<file path="config.mk">
export PLATFORM = sky130hd
export DESIGN_NAME = prng_vec_gen
export DESIGN_NICKNAME = d
export VERILOG_FILES = /design/src/rtl/prng_pkg.sv /design/src/rtl/prng_slot_bank.sv /design/src/rtl/prng_vec_gen.sv
export SDC_FILE = /design/constraint.sdc
export NUM_CORES = 1
export LEC_CHECK = 0
export CAP_MARGIN = 25
export CORE_AREA = 2 2 102 104
export CTS_CLUSTER_SIZE = 25
export DETAILED_ROUTE_END_ITERATION = 6
export DIE_AREA = 0 0 104 106
export GPL_ROUTABILITY_DRIVEN = 0
export PLACE_DENSITY_LB_ADDON = 0.12
export SYNTH_ARGS = -nofsm -noshare
export SYNTH_HDL_FRONTEND = slang
export SYNTH_SLANG_ARGS = --single-unit
</file>
<file path="constraint.sdc">
create_clock -name clk -period 4 [get_ports clk]
set_input_delay 0.4 -clock clk [delete_from_list [all_inputs] [get_ports clk]]
set_output_delay 0.4 -clock clk [all_outputs]
set_load 0.01 [all_outputs]
</file>
<file path="src/rtl/prng_pkg.sv">
// Shared types and the LFSR step function for the pattern generator.
package prng_pkg;

  typedef enum logic {IDLE, SKIP} fsm_e;

  localparam int MAX_W = 64;
  localparam logic [16:0] DEF_TAPS = 17'h00005;

  // Right-shift Fibonacci step; a zero state injects a one to escape lock-up.
  function automatic logic [MAX_W-1:0] lfsr_step(
    input logic [MAX_W-1:0] state,
    input logic [MAX_W-1:0] taps,
    input int               w
  );
    logic fb;
    fb = (^(state & taps)) ^ (state == '0);
    return (state >> 1) | ({{(MAX_W-1){1'b0}}, fb} << (w - 1));
  endfunction

endpackage

</file>
<file path="src/rtl/prng_slot_bank.sv">
// Save/restore register file: one write port, one async read port.
module prng_slot_bank
  import prng_pkg::*;
#(
  parameter int SLOTS = 4,
  parameter int DW = 17,
  parameter int SW = 2,
  parameter logic [DW-1:0] RST_VAL = '0
) (
  input  logic          clk,
  input  logic          rst,
  input  logic          we,
  input  logic [SW-1:0] widx,
  input  logic [DW-1:0] wdata,
  input  logic [SW-1:0] ridx,
  output logic [DW-1:0] rdata
);

  logic [DW-1:0] mem_q [SLOTS];
  logic [DW-1:0] mem_d [SLOTS];

  always_comb begin
    mem_d = mem_q;
    for (int i = 0; i < SLOTS; i++) begin
      if (we && widx == SW'(i)) mem_d[i] = wdata;
    end
  end

  always_comb begin
    rdata = '0;
    for (int i = 0; i < SLOTS; i++) begin
      if (ridx == SW'(i)) rdata = mem_q[i];
    end
  end

  always_ff @(posedge clk or posedge rst) begin
    if (rst) begin
      for (int i = 0; i < SLOTS; i++) mem_q[i] <= RST_VAL;
    end else begin
      mem_q <= mem_d;
    end
  end

endmodule

</file>
<file path="src/rtl/prng_vec_gen.sv">
// Parametrised LFSR vector generator with slots and skip-ahead.
// Optional step counter output enabled by PRNG_STEP_CNT_EN.
module prng_vec_gen
  import prng_pkg::*;
#(
  parameter int LFSR_W = 17,
  parameter int OUT_W = 16,
  parameter logic [LFSR_W-1:0] TAPS = LFSR_W'(DEF_TAPS),
  parameter int SLOTS = 4,
  parameter int CNT_W = 16,
  parameter logic [LFSR_W-1:0] RESET_SEED = '0,
  localparam int SW = (SLOTS > 1) ? $clog2(SLOTS) : 1
) (
  input  logic              clk,
  input  logic              rst,
  input  logic              seed_ld,
  input  logic [LFSR_W-1:0] seed,
  input  logic              next,
  input  logic              save,
  input  logic              restore,
  input  logic [SW-1:0]     slot,
  input  logic              skip_start,
  input  logic [CNT_W-1:0]  skip_cnt,
`ifdef PRNG_STEP_CNT_EN
  output logic [31:0]       step_cnt,
`endif
  output logic              busy,
  output logic [OUT_W-1:0]  out
);

`ifdef PRNG_STEP_CNT_EN
  localparam int SCW = 32;
`else
  localparam int SCW = 0;
`endif
  localparam int DW = LFSR_W + SCW;

  logic [LFSR_W-1:0] state_q, state_d;
  logic [CNT_W-1:0]  cnt_q, cnt_d;
  fsm_e              fsm_q, fsm_d;
  logic              busy_q, busy_d;
  logic [MAX_W-1:0]  step_full;
  logic [LFSR_W-1:0] stepped;
  logic              slot_ok;
  logic              do_rest;
  logic [DW-1:0]     wdata, rdata;

`ifdef PRNG_STEP_CNT_EN
  logic [31:0] sc_q, sc_d;
  assign wdata = {sc_q, state_q};
  assign step_cnt = sc_q;
`else
  assign wdata = state_q;
`endif

  assign step_full = lfsr_step(MAX_W'(state_q), MAX_W'(TAPS), LFSR_W);
  assign stepped = step_full[LFSR_W-1:0];
  assign slot_ok = (32'(slot) < SLOTS);
  assign do_rest = restore && slot_ok;

  prng_slot_bank #(
    .SLOTS(SLOTS),
    .DW(DW),
    .SW(SW),
    .RST_VAL(DW'(RESET_SEED))
  ) u_bank (
    .clk(clk),
    .rst(rst),
    .we(save && slot_ok),
    .widx(slot),
    .wdata(wdata),
    .ridx(slot),
    .rdata(rdata)
  );

  always_comb begin
    state_d = state_q;
    cnt_d = cnt_q;
    fsm_d = fsm_q;
`ifdef PRNG_STEP_CNT_EN
    sc_d = sc_q;
`endif
    if (seed_ld) begin
      state_d = seed;
      fsm_d = IDLE;
      cnt_d = '0;
`ifdef PRNG_STEP_CNT_EN
      sc_d = '0;
`endif
    end else if (do_rest) begin
      state_d = rdata[LFSR_W-1:0];
      fsm_d = IDLE;
      cnt_d = '0;
`ifdef PRNG_STEP_CNT_EN
      sc_d = rdata[DW-1:LFSR_W];
`endif
    end else if (fsm_q == SKIP || next) begin
      state_d = stepped;
`ifdef PRNG_STEP_CNT_EN
      sc_d = sc_q + 32'd1;
`endif
      if (fsm_q == SKIP) begin
        cnt_d = cnt_q - CNT_W'(1);
        if (cnt_q == CNT_W'(1)) fsm_d = IDLE;
      end
    end
    // A skip request is only honoured from IDLE and applies after any load.
    if (fsm_q == IDLE && skip_start && skip_cnt != '0) begin
      fsm_d = SKIP;
      cnt_d = skip_cnt;
    end
    busy_d = (fsm_d == SKIP);
  end

  always_ff @(posedge clk or posedge rst) begin
    if (rst) begin
      state_q <= RESET_SEED;
      cnt_q <= '0;
      fsm_q <= IDLE;
      busy_q <= 1'b0;
`ifdef PRNG_STEP_CNT_EN
      sc_q <= '0;
`endif
    end else begin
      state_q <= state_d;
      cnt_q <= cnt_d;
      fsm_q <= fsm_d;
      busy_q <= busy_d;
`ifdef PRNG_STEP_CNT_EN
      sc_q <= sc_d;
`endif
    end
  end

  assign busy = busy_q;
  assign out = state_q[OUT_W-1:0];

endmodule
</file>
* After elaboration in Yosys (flattened, before gate mapping)
Index checks and enable logic that the tools add are counted.
Operators by class: $add $sub $neg 1, equality and inequality tests 4, mux-type cells 18, bitwise gates (word level) 3, reductions and logical operators 15
Operators with widths (number):
- $mux W17 | 7
- $mux W16 | 5
- $reduce_xor A64 Y1 | 1
- $logic_not A17 Y1 | 1
- $or A16 B17 Y17 | 1
- $eq A16 B1 Y1 const B | 1
- $reduce_bool A16 Y1 | 1
- $sub A16 B1 Y16 const B | 1
- $reduce_bool A4 Y1 | 2
- $logic_and A1 B1 Y1 | 6
- $mux W1 | 6
- $eq A2 B2 Y1 const B | 2
- $reduce_bool A3 Y1 | 1
- $eq A2 B1 Y1 const B | 1
- $logic_not A2 Y1 | 1
- $reduce_and A2 Y1 | 1
- $logic_or A1 B1 Y1 | 1
- $not A1 Y1 | 1
- $xor A1 B1 Y1 | 1
Word-level totals: register bits after elaboration 102, input port bits 42, output and inout port bits 17, logic and storage cells 48

* Longest topological paths before layout
word-level depth 7, mapped depth 7

* By module
A second synthesis with hierarchy kept.
Second synthesis, totals: cells, all modules 426, area total of the unflattened synthesis 5215.0 um^2
By module, submodules not included:
- prng_slot_bank | instances 1, cells each 166, area each 2965.3 um^2, seq. area each 1701.6 um^2
- prng_vec_gen | instances 1, cells each 260, area each 2249.7 um^2, seq. area each 850.8 um^2

* Least setup slack after synthesis
No wires, ideal clock.
kind input to register, start point in restore, end point reg state_q[0], library setup time 78 ps, data arrival time 1721 ps, data required time 3922 ps, slack 2201 ps, stages 7, cells stage by stage or2_4 or3_1 buf_2 and2_1 clkbuf_1 clkbuf_1 a21oi_1
On the way: longest elaborated chain between the ends 2, elaborated cells on any way between the ends 3
RTL lines:
- start, declared | line prng_vec_gen.sv:20 | input logic restore,
- $mux W17 | line prng_vec_gen.sv:90 | end else if (do_rest) begin
- $mux W17 | line prng_vec_gen.sv:83 | if (seed_ld) begin
- end signal, assigned | line prng_vec_gen.sv:125 | state_q <= state_d;
- end, declared | line prng_vec_gen.sv:38 | logic [LFSR_W-1:0] state_q, state_d;
Several ways; a longest one is shown, not always the timed one. A chain may end at the register's enable or synchronous reset.

* Final worst setup path
start point in slot[1], end point reg u_bank.mem_q[15] in the netlist's numbering
On the way: longest elaborated chain between the ends 2
RTL lines:
- start, declared | line prng_vec_gen.sv:21 | input logic [SW-1:0] slot,
- $eq A2 B2 Y1 | line prng_slot_bank.sv:25 | if (we && widx == SW'(i)) mem_d[i] = wdata;
- $logic_and A1 B1 Y1 | line prng_slot_bank.sv:25
- end signal, assigned | line prng_slot_bank.sv:40 | mem_q <= mem_d;
- end, declared | line prng_slot_bank.sv:19 | logic [DW-1:0] mem_q [SLOTS];
No other way between the ends.

==> results.md <==
- Status: finished, final reports clean
- Cell variety after synth: 53
- Post-DP HPWL: 7.46 mm
- DRT Pass-1 Iters: 4
- Syn-to-layout area delta: 17.6%
- # Post-CTS Setup Buffers: 0
- Hold-fix buffers at CTS: 0
- Seq/Total Area, Yosys: 0.509
- Hold Worst Slack: 0.346 ns
- Max Cap Viol: 0
- WP data arrival: 2.85 ns
- N_diodes: 0
- Min-delay worst type: in -> async
- Period utilization: 0.651
- CP startpoint kind: input pin
- CTS tree: yes
- Cell Area, Placed: 5660 µm²
- Via count: around 3.3k
- Pin count of the biggest net entering global routing: 61
- Most used DFF post-synth: dfrtp_1
- Final net count: ~480
- Core Box Area: 10000 µm²
- #FFs+latches synth: 102
- Cell row count: 37
- Die area: 11000 µm²
- Final worst path period need: 2.60 ns
- Global-route wire length before repair: between 15 and 20 mm
- Share of cells above drive strength 1: 0.289
- Vias/cell: 5.80
- Yosys Warn Count: 0
- Starting Density: 0.501
- Post-synthesis average cell area: 13.0 µm²
- VDD IR max: around 0.23 mV
- Routed WL per cell: 19.4 µm
- Leakage: approximately 2.3 nW
- Max Slew Vio Count: 0
- Commonest non-fill, non-tap cell in the layout: dfrtp_1
- Clock sink count: roughly 100
- Gr usage total: 0.213
- Fillcell total: ~900
- Total Power: 2.80 mW
- Worst-Skew Late Latency: 0.37 ns
- Worst Path Class, Setup: in -> reg
- CTS root buf: clkbuf_8
- Die Y: 106 µm
- Final Setup Violations: 0
- Fin util: 0.589
- Post-CTS resize count: 0
- Worst Path Required: 4.25 ns
- Die width: 104 µm
- Initial antenna violation count: 0
- Post-Place Worst Slack: 0.879 ns
- Clock transition at path regs: around 0.10 ns
- Hold Fails Final Rpt: 0
- Remaining Overflow, GRT: 0
- Synth async-reset ratio: 1.00
- DR iter-0 viols: 158
- Number of CTS-inserted buffers: 9
- DR DRC count: 0
- Gate Count Post-Synth: 385
- Vias in the first global route: 3460
- Post-Syn Area: 5010 µm²
- CP Capture Type: register
- RR Startpoint: busy
- Crit-path max FO: 17
- Worst Setup SP: slot[1]
- Setup WS post-layout: about 1.4 ns
- H-tree level count: 3
- Port bufs: 58
- Fin Setup TNS: 0 ns
- Clock Skew: 0.0181 ns
- Commonest cells after routing, fill and taps aside: dfrtp_1, mux2_2, clkdlybuf4s50_1, nand2_1, a21oi_1
- RSZ-0062 raised after global routing: no
- Worst path slowest cell: clkdlybuf4s50_1
- # IOs: 59
- Placed insts: 555
- Syn_nets: ~430
- PD cells: 476 nW/µm²
- Slowest stage delay, CP: 0.97 ns
- Fin cells: 572
- Max Freq: between 0.3 and 0.4 GHz
- Routed Antenna Nets: 0
- Delay-heaviest family, CP: buffers and inverters
- Post-synth EDFFs: 0
- Fin area: just under 6000 µm²
- Final Routed Wirelength: 11.1 mm
- Clock tree buffer depth: 2
- Worst path cell trace: clkdlybuf4s50_1 -> nand3_1 -> mux2_2
- Worst path buffer plus inverter count: 1
- Max_slew headroom: 0.342
- Worst slew pin tran: 0.984 ns
-- metal layers --
| layer | share of wire | vias up | global-route usage |
|---|---|---|---|
| met4 | 0.0077 | 0 | 0.0473 |
| met5 | 0 | - | 0 |
| met3 | 0.043 | 9 | 0.0448 |
| li1 | - | 1527 | - |
| met2 | 0.50 | 76 | 0.347 |
| met1 | 0.45 | 1706 | 0.298 |
-- cells by family after synthesis --
logic type	count (synthesis)	share of synthesized area
AOI/OAI and AO/OA	64	0.0799
xor gates and xnor gates	11	0.0192
adders and majority gates	2	0.00499
buffers and inverters	39	0.0477
DFF	102	0.509
muxes	101	0.261
and+or+nand+nor	66	0.0774
-- synthesized netlist by cell type, types with 2 or more instances --
library cell | number | area share
dfrtp_1 | 102 | 0.51
mux2_2 | 68 | 0.15
a21oi_1 | 20 | 0.020
nand2_1 | 20 | 0.015
buf_4 | 18 | 0.027
mux4_2 | 17 | 0.076
o22ai_1 | 17 | 0.021
mux2i_1 | 16 | 0.032
clkbuf_1 | 8 | 0.0060
nor4_1 | 8 | 0.010
xnor2_1 | 8 | 0.014
nor3_1 | 7 | 0.0070
o21ai_0 | 7 | 0.0070
buf_2 | 6 | 0.0060
o31ai_1 | 6 | 0.0090
nor2_1 | 5 | 0.0037
nand3_1 | 4 | 0.0040
inv_1 | 3 | 0.0022
nand3b_1 | 3 | 0.0045
xor2_1 | 3 | 0.0052
a22o_1 | 2 | 0.0035
ha_1 | 2 | 0.0050
nand2b_1 | 2 | 0.0025
nor2b_1 | 2 | 0.0025
o21ai_1 | 2 | 0.0020
or2_4 | 2 | 0.0035
-- sequential cells by signal (all words and copies together), names as in the netlist --
signal        count
u_bank.mem_q     68
busy              1
cnt_q            16
state_q          17
-- final timing paths --
| kind | cells after the start | endpoint | slack (ns) |
|---|---|---|---|
| min in group clk | 1 | u_bank.mem_q[54] | 0.51 |
| max | 3 | u_bank.mem_q[15] | 1.40 |
| min | 2 | cnt_q[13] | 0.35 |
| max reg2reg | 5 | cnt_q[15] | 2.04 |
| min reg2reg | 1 | u_bank.mem_q[54] | 0.51 |
| max in group asynchronous | 4 | u_bank.mem_q[33] | 2.83 |
-- final cells by class --
cell class / instances / area, µm² / share of cell area
clock inverter: 6 / 75.1 / 0.0127
timing repair buffer: 70 / 718 / 0.122
inverter: 4 / 17.5 / 0.00297
sequential: 102 / 2550 / 0.433
clock buffer: 10 / 138 / 0.0234
multi-input combinational: 244 / 2220 / 0.377
tap: 136 / 170 / 0.0289
-- power breakdown --
part           leakage, nW  internal, mW  switching, mW
combinational         1.03         0.411          0.237
clock                0.105         0.316          0.374
sequential            1.20          1.27          0.190
total                 2.34          2.00          0.800
Note: power is estimated with default switching activity, not from simulation.
